--- config.mk ---
export PLATFORM = sky130hd
export DESIGN_NAME = loopback_test_sequencer_flat
export DESIGN_NICKNAME = d
export VERILOG_FILES = /design/src/rtl/loopback_test_sequencer_if.sv /design/src/rtl/loopback_test_sequencer.sv /design/src/flat_wrapper.sv
export SDC_FILE = /design/constraint.sdc
export NUM_CORES = 1
export LEC_CHECK = 0
export CORE_MARGIN = 4
export CORE_UTILIZATION = 50
export DETAILED_ROUTE_END_ITERATION = 6
export PLACE_DENSITY = 0.84
export SLEW_MARGIN = 0
export SYNTH_ARGS = -nofsm -noshare
export SYNTH_HDL_FRONTEND = slang
export SYNTH_SLANG_ARGS = --single-unit
--- constraint.sdc ---
create_clock -name clk -period 5.4 [get_ports clk]
set_clock_uncertainty 0.1 [all_clocks]
set_input_delay 0.81 -clock clk [delete_from_list [all_inputs] [get_ports clk]]
set_output_delay 0.81 -clock clk [all_outputs]
set_load 0.1 [all_outputs]
--- src/rtl/loopback_test_sequencer_if.sv ---
// rtl/loopback_test_sequencer_if.sv - send/receive controller handshake bundle for the loopback sequencer
interface loopback_test_sequencer_if #(
    parameter int ADDR_W = 25
);
    logic [ADDR_W-1:0] send_1_start_ram_addr;
    logic              send_1_cmd_send;
    logic [ADDR_W-1:0] send_2_start_ram_addr;
    logic              send_2_cmd_send;
    logic              data_saved_1;
    logic              data_saved_2;

    modport master (
        output send_1_start_ram_addr,
        output send_1_cmd_send,
        output send_2_start_ram_addr,
        output send_2_cmd_send,
        input  data_saved_1,
        input  data_saved_2
    );

    modport slave (
        input  send_1_start_ram_addr,
        input  send_1_cmd_send,
        input  send_2_start_ram_addr,
        input  send_2_cmd_send,
        output data_saved_1,
        output data_saved_2
    );
endinterface

--- src/rtl/loopback_test_sequencer.sv ---
// rtl/loopback_test_sequencer.sv - alternating-port loopback packet test sequencer with pass/fail tally
module loopback_test_sequencer #(
    parameter int          NUM_PACKETS    = 16,
    parameter int          GAP_CYCLES     = 1000,
    parameter int          TIMEOUT_CYCLES = 50000,
    parameter logic [24:0] ADDR_1         = 25'h0000000,
    parameter logic [24:0] ADDR_2         = 25'h0000800
) (
    input  logic                       clk,
    input  logic                       reset,
    input  logic                       mac_inited,
    input  logic                       start,
    loopback_test_sequencer_if.master  lb,
    output logic                       busy,
    output logic                       done,
    output logic                       aborted,
    output logic [15:0]                pass_count,
    output logic [15:0]                fail_count
);

    typedef enum logic [2:0] {
        S_IDLE,
        S_SEND,
        S_WAIT_RX,
        S_GAP,
        S_DONE
    } state_t;

    // A zero gap still spends one cycle in GAP so the index update has a home.
    localparam int          GAP_LEN  = (GAP_CYCLES == 0) ? 1 : GAP_CYCLES;
    localparam logic [31:0] GAP_LAST = 32'(GAP_LEN - 1);
    localparam logic [31:0] TO_LAST  = 32'(TIMEOUT_CYCLES - 1);
    localparam logic [16:0] IDX_LAST = 17'(NUM_PACKETS - 1);

    state_t      state;
    state_t      state_nxt;
    logic [16:0] pkt_idx;
    logic [31:0] timeout_cnt;
    logic [31:0] gap_cnt;
    logic        ds1_q;
    logic        ds2_q;

    logic edge_1;
    logic edge_2;
    logic exp_edge;
    logic unexp_edge;
    logic timed_out;
    logic gap_last;
    logic pkt_last;
    logic start_ok;

    assign edge_1     = lb.data_saved_1 & ~ds1_q;
    assign edge_2     = lb.data_saved_2 & ~ds2_q;
    // Even packets leave on port 1 and come back on port 2; odd ones the reverse.
    assign exp_edge   = pkt_idx[0] ? edge_1 : edge_2;
    assign unexp_edge = pkt_idx[0] ? edge_2 : edge_1;
    assign timed_out  = (timeout_cnt >= TO_LAST);
    assign gap_last   = (gap_cnt >= GAP_LAST);
    assign pkt_last   = (pkt_idx == IDX_LAST);
    assign start_ok   = start & mac_inited;

    assign lb.send_1_start_ram_addr = ADDR_1;
    assign lb.send_2_start_ram_addr = ADDR_2;

    function automatic logic [15:0] sat_inc(input logic [15:0] v);
        return (v == 16'hFFFF) ? v : v + 16'd1;
    endfunction

    always_ff @(posedge clk) begin
        if (reset) begin
            state <= S_IDLE;
        end else begin
            state <= state_nxt;
        end
    end

    always_comb begin
        state_nxt = state;
        case (state)
            S_IDLE, S_DONE: begin
                if (start_ok) state_nxt = S_SEND;
            end
            S_SEND: begin
                state_nxt = mac_inited ? S_WAIT_RX : S_DONE;
            end
            S_WAIT_RX: begin
                if (!mac_inited)                               state_nxt = S_DONE;
                else if (exp_edge || unexp_edge || timed_out)  state_nxt = S_GAP;
            end
            S_GAP: begin
                if (!mac_inited)   state_nxt = S_DONE;
                else if (gap_last) state_nxt = pkt_last ? S_DONE : S_SEND;
            end
            default: state_nxt = S_IDLE;
        endcase
    end

    always_comb begin
        busy               = (state == S_SEND) || (state == S_WAIT_RX) || (state == S_GAP);
        done               = (state == S_DONE);
        lb.send_1_cmd_send = (state == S_SEND) && mac_inited && !pkt_idx[0];
        lb.send_2_cmd_send = (state == S_SEND) && mac_inited &&  pkt_idx[0];
    end

    // A MAC drop wins over every other event so the tally freezes at the abort point.
    always_ff @(posedge clk) begin
        if (reset) begin
            pkt_idx     <= '0;
            timeout_cnt <= '0;
            gap_cnt     <= '0;
            ds1_q       <= 1'b0;
            ds2_q       <= 1'b0;
            aborted     <= 1'b0;
            pass_count  <= '0;
            fail_count  <= '0;
        end else begin
            ds1_q <= lb.data_saved_1;
            ds2_q <= lb.data_saved_2;
            case (state)
                S_IDLE, S_DONE: begin
                    if (start_ok) begin
                        pkt_idx     <= '0;
                        timeout_cnt <= '0;
                        gap_cnt     <= '0;
                        aborted     <= 1'b0;
                        pass_count  <= '0;
                        fail_count  <= '0;
                    end
                end
                S_SEND: begin
                    timeout_cnt <= '0;
                    if (!mac_inited) aborted <= 1'b1;
                end
                S_WAIT_RX: begin
                    gap_cnt <= '0;
                    if (!mac_inited)     aborted     <= 1'b1;
                    else if (unexp_edge) fail_count  <= sat_inc(fail_count);
                    else if (exp_edge)   pass_count  <= sat_inc(pass_count);
                    else if (timed_out)  fail_count  <= sat_inc(fail_count);
                    else                 timeout_cnt <= timeout_cnt + 32'd1;
                end
                S_GAP: begin
                    if (!mac_inited) begin
                        aborted <= 1'b1;
                    end else if (gap_last) begin
                        pkt_idx <= pkt_idx + 17'd1;
                        gap_cnt <= '0;
                    end else begin
                        gap_cnt <= gap_cnt + 32'd1;
                    end
                end
                default: ;
            endcase
        end
    end

endmodule

--- src/flat_wrapper.sv ---
// flat-port wrapper written by rule: the top's interface ports become plain ports
module loopback_test_sequencer_flat 
#(
    parameter int          NUM_PACKETS    = 16,
    parameter int          GAP_CYCLES     = 1000,
    parameter int          TIMEOUT_CYCLES = 50000,
    parameter logic [24:0] ADDR_1         = 25'h0000000,
    parameter logic [24:0] ADDR_2         = 25'h0000800
)
  (clk, reset, mac_inited, start, busy, done, aborted, pass_count, fail_count, lb_send_1_start_ram_addr, lb_send_1_cmd_send, lb_send_2_start_ram_addr, lb_send_2_cmd_send, lb_data_saved_1, lb_data_saved_2);
  loopback_test_sequencer_if lb_i ();
  input  logic clk;
  input  logic reset;
  input  logic mac_inited;
  input  logic start;
  output logic busy;
  output logic done;
  output logic aborted;
  output logic [15:0] pass_count;
  output logic [15:0] fail_count;
  output wire logic [$bits(lb_i.send_1_start_ram_addr)-1:0] lb_send_1_start_ram_addr;
  output wire logic [$bits(lb_i.send_1_cmd_send)-1:0] lb_send_1_cmd_send;
  output wire logic [$bits(lb_i.send_2_start_ram_addr)-1:0] lb_send_2_start_ram_addr;
  output wire logic [$bits(lb_i.send_2_cmd_send)-1:0] lb_send_2_cmd_send;
  input wire logic [$bits(lb_i.data_saved_1)-1:0] lb_data_saved_1;
  input wire logic [$bits(lb_i.data_saved_2)-1:0] lb_data_saved_2;
  assign lb_send_1_start_ram_addr = lb_i.send_1_start_ram_addr;
  assign lb_send_1_cmd_send = lb_i.send_1_cmd_send;
  assign lb_send_2_start_ram_addr = lb_i.send_2_start_ram_addr;
  assign lb_send_2_cmd_send = lb_i.send_2_cmd_send;
  assign lb_i.data_saved_1 = lb_data_saved_1;
  assign lb_i.data_saved_2 = lb_data_saved_2;
  loopback_test_sequencer #(.NUM_PACKETS(NUM_PACKETS), .GAP_CYCLES(GAP_CYCLES), .TIMEOUT_CYCLES(TIMEOUT_CYCLES), .ADDR_1(ADDR_1), .ADDR_2(ADDR_2)) u_core (.clk(clk), .reset(reset), .mac_inited(mac_inited), .start(start), .lb(lb_i), .busy(busy), .done(done), .aborted(aborted), .pass_count(pass_count), .fail_count(fail_count));
endmodule
; After elaboration in Yosys (flattened, before gate mapping)
; Index checks and enable logic that the tools add are counted.
[classes]
n_addsub = 5
reduce_logical = 23
n_shift = 0
n_div = 0
mul = 0
muxes = 38
eq_ne = 21
bitwise_logic = 5
order_cmp = 2
[op_table]
columns = operator, n
row1 = $mux 32, 7
row2 = $pmux 32 s3, 2
row3 = $mux 16, 10
row4 = $add 32x1->32 const B, 2
row5 = $pmux 16 s2, 2
row6 = $mux 17, 3
row7 = $pmux 17 s2, 1
row8 = $add 16x1->16 const B, 2
row9 = $eq 16x16->1 const B, 2
row10 = $ge 32x10->1 const B, 1
row11 = $ge 32x16->1 const B, 1
row12 = $mux 3, 7
row13 = $add 17x1->17 const B, 1
row14 = $eq 17x4->1 const B, 1
row15 = $ne 2x2->1 const B, 7
row16 = $pmux 3 s4, 1
row17 = $reduce_and 6->1, 2
row18 = $reduce_and 3->1, 3
row19 = $eq 3x2->1 const B, 2
row20 = $ne 2x1->1 const B, 3
row21 = $ne 3x2->1 const B, 2
row22 = $reduce_bool 2->1, 3
row23 = $reduce_bool 3->1, 2
row24 = $reduce_and 5->1, 1
row25 = other kinds (15), 26
[totals]
output_inout_bits = 87
ramBits = 0
rom_bits = 0
latchBits = 0
n_memories = 0
in_bits = 6
ff_bits = 119

; Logic depth before layout (Yosys ltp)
[depth]
depth_word = 8
mapped_depth = 8
ltp_nobuf = 7

; Worst setup path after synthesis
; Ideal clock, no wire load.
[synth_timing]
kind = input -> output
startpoint = input port mac_inited
endpoint = output port lb_send_1_cmd_send
required_ns = 4.490
n_path_buf = 0
path_slack_ns = 2.074
cell_stages = 3
arrival_ns = 2.416
cell_sequence = nor2b_1 > nand2_1 > nor2_1
[synth_via]
elab_chain_cells = 2
[synth_lines]
columns = element, line_no
row1 = from (decl), flat_wrapper.sv:14  ; input logic mac_inited;
row2 = $logic_and 1x1->1 (2 in a row), loopback_test_sequencer.sv:101  ; lb.send_1_cmd_send = (state == S_SEND) && mac_inited && !pkt_idx[0];
row3 = to (decl), flat_wrapper.sv:22  ; output wire logic [$bits(lb_i.send_1_cmd_send)-1:0] lb_send_1_cmd_send;
; Every way passes these cells.

; Final worst setup path
[layout_timing]
startpoint = register u_core.state[1]
endpoint = output port done
[layout_via]
elab_chain_cells = 1
[layout_lines]
columns = element, line_no
row1 = from (decl), loopback_test_sequencer.sv:35  ; state_t state;
row2 = from (signal assigned), loopback_test_sequencer.sv:73  ; state <= state_nxt;
row3 = $eq 3x3->1, loopback_test_sequencer.sv:100  ; done = (state == S_DONE);
row4 = to (decl), flat_wrapper.sv:17  ; output logic done;
; Every way passes these cells.

==> results.yml <==
timing:
  hold_viol: 0
  setup_violations: 0
  rsz0062_at_grt: "false"
  tns_ns: 0
  whs_ns: 0.341
  finalCritPeriodShare_pct: 64.0
  drv_slew: 0
  fmax_mhz: 289
  slew_headroom_pct: 29.1
  layout_min_cycle_time_ns: 3.46
  tightest_slew_ns: 1.05
status:
  status: "complete, no violations"
global_route:
  grt_pass1_vias: 4491
  grt.met1_usage_pct: 23.8
  grt_antenna_before_repair: 0
  grt_util_met3_pct: 5.14
  grt_max_degree: 30
  grt_first_pass_wirelength_um: 20300
  busiest_layer: "met2"
  gr-usage-all-layers_pct: 18.5
  grt_use_met2_pct: 29.5
  grt-ovfl-total: 0
yosys:
  yosys.area.top_type: "dfxtp_1"
  synth_top_area_share_pct: 40.2
  synth_seq_cells: 119
  synth.avg_cell_area_um2: 8.47
  yosysSeqAreaShare_pct: 40.2
  ys_types: 60
  synth_compound_area_share_pct: 9.87
  synth_fa_ha_area_share_pct: 1.05
  yosys_warnings: 0
  synthCells: 700
  syn_area_um2: 5930
  synthArstFlopShare_pct: 0
  synth-simple-area-share_pct: 31.0
  synth_edf_count: 0
  synth_top_family_by_area: "simple AND/OR/NAND/NOR gates"
  dominantRegCellSynth: "dfxtp_1"
  synth_xor_area_share_pct: 7.53
  muxShareOfSynthArea_pct: 1.46
  yosys-top-cells-area: "dfxtp_1 (40%), nor2_1 (6.9%), buf_4 (6.5%), xnor2_1 (5.3%), nor4_1 (2.8%)"
setup_path:
  required_ns: 4.49
  cp_num_buf_inv: 1
  slowest_delay_ns: 1.12
  setup.worst_path.end_class: "output pin"
  worstPathArrival_ns: 2.55
  worstSetupPathType: "register to output pin"
  worst_path_max_delay_cell: "clkdlybuf4s50_1"
  worstSetupStartpointType: "register"
  rrSetupSlack_ns: 2.56
  reg2reg_depth: 7
  timing.rr.start: "u_core.timeout_cnt[1]"
  crit_cells: 3
  crit_chain: "nor2_1, and2_1, clkdlybuf4s50_1"
  cp_max_fo: 13
  r2r_end: "u_core.fail_count[14]"
  cpLargestDelayFamily: "buffers and inverters"
cts:
  path_clk_slew_ns: 0.05
  cts_resized: 0
  root_buffer: "clkbuf_16"
  cts_sinks: 119
  ctsHtreeMaxLevel: 4
  cts_tree: "done"
  numCtsBuffers: 17
  clockBufferDepth: 2
  clk-insertion-delay-late_ns: 0.41
  cts_setup_buffers: 0
  ctsHoldBuffers: 0
layout:
  drive_gt1_share_pct: 6.68
  area_delta_synth_final_pct: 14.6
  nets: 748
  postLayoutCellArea_um2: 6800
  diodes: 0
hold_path:
  hold_path_depth: 2
  hp-start: "u_core.gap_cnt[27]"
  holdPathEnd: "u_core.gap_cnt[27]"
  hold_path_class: "register to register"
place:
  io_buffers: 42
  placed_cell_area_um2: 6260
  gp_congestion: 0.822
  dpl.hpwl_um: 8700
floorplanning:
  ios: 93
  die_y_um: 117
  fp.dieW_um: 117
  core-area_um2: 11500
  dieArea_um2: 13700
  initial_core_util_pct: 51.5
  placementRows: 39
power_and_ir_drop:
  ir_worst_vdd_uv: 214
  p_leak_nw: 2.43
  p_per_area_nw_per_um2: 339
  p_comb_share_pct: 16.6
  pwr-share-seq_pct: 39.4
  internal_power_mw: 1.60
  switching_share_pct: 30.6
  p_sw_mw: 0.704
  p_clk_share_pct: 43.9
flow_run:
  maxCapViolations: 0
route:
  drt_iter0_markers: 345
  route.detailed.drc: 0
  viasPerCell: 5.52
  postRouteAntennaNets: 0
  num_vias: 4917
  finalWirelength_um: 12200
  avgRoutedWirePerCell_um: 13.7
  firstDrtPassIters: 5
==> cells in the final DEF, fill, tap and decap left out, drive strengths merged, types with 4 or more instances in the layout <==
master,instances
nor4,31
o21ai,15
inv,9
xor2,15
clkbuf,27
buf,7
o21a,4
conb,50
nor2b,8
nor3b,6
ha,5
nand4,17
and3,22
nor3,16
clkdlybuf4s50,40
mux2i,6
nand2b,4
dfxtp,119
nand2,44
nand3,33
and4,6
o211ai,6
a31oi,13
xnor2,36
nor2,109
a21oi,19
or3,11
nor4b,5
and2,20
a211oi,5
==> synth_stat cells, types with 17 or more instances <==
cell,number
dfxtp_1,119
nor2_1,109
buf_4,51
nand2_1,44
xnor2_1,36
nand3_1,33
nor4_1,27
and3_1,22
and2_1,20
clkbuf_1,20
a21oi_1,18
nand4_1,17
==> worst register-to-register path: stages, from the launching register on <==
cell,delay [ns]
dfxtp_1,0.41
ha_1,0.33
nand3_1,0.18
a2111oi_2,0.56
nor4_4,0.19
nor3_4,0.40
and4bb_1,0.27
mux2_4,0.30
==> registers in the layout (all words and copies together), names as in the netlist <==
name and flops:
u_core.aborted 1, u_core.ds1_q 1, u_core.ds2_q 1, u_core.fail_count 16, u_core.gap_cnt 32, u_core.pass_count 16
u_core.pkt_idx 17, u_core.state 3, u_core.timeout_cnt 32
==> per-stage QoR <==
step                      utilization (%)  instances  total power, mW  worst slack (ns)
after floorplan                         -        748             1.28              2.07
after global placement               54.3        861             1.30              2.12
after detailed placement             54.3        861             1.31              2.06
after CTS                            59.0        891             2.32              1.93
after global routing                 59.0        891             2.38              1.80
final                                59.0        891             2.30              1.94
==> power by group through the flow <==
stage          sequential [mW]  clock (mW)  combinational (mW)
2_1_floorplan            0.944           0               0.338
3_3_place_gp             0.925           0               0.378
3_5_place_dp             0.925           0               0.380
4_1_cts                  0.908        1.03               0.382
5_1_grt                  0.909        1.07               0.406
6_report                 0.908        1.01               0.383
==> worst max path at each step <==
stage | end | slack (ns) | startpoint
after floorplan | lb_send_1_cmd_send | 2.07 | mac_inited
after global placement | u_core.fail_count[13] | 2.12 | mac_inited
after detailed placement | u_core.timeout_cnt[13] | 2.06 | mac_inited
after CTS | done | 1.93 | u_core.state[1]
after global routing | done | 1.80 | u_core.state[1]
final | done | 1.94 | u_core.state[1]
==> metal layers <==
metal / wire length, um / up-vias
li1: - / 2451
met1: 5510 / 2324
met2: 5870 / 128
met3: 686 / 14
met4: 176 / 0
met5: 0 / -
==> logic make-up (layout without fill, tap and decap cells) <==
kind of cell | after synthesis | after routing
DFF | 119 | 119
xor gates and xnor gates | 51 | 51
AOI/OAI and AO/OA | 86 | 86
buffers and inverters | 86 | 86
and+or+nand+nor | 343 | 343
other | 2 | 50
adders and majority gates | 5 | 5
muxes | 8 | 8
==> cell type report <==
type / instances / area, um2
Inverter: 9 / 33.8
Timing Repair Buffer: 47 / 453
Clock buffer: 27 / 523
Fill cell: 1038 / 4720
Multi-Input combinational cell: 543 / 3210
Tap cell: 143 / 179
Sequential cell: 119 / 2380
Clock inverter: 3 / 15.0
Note: power is estimated with default switching activity, not from simulation.
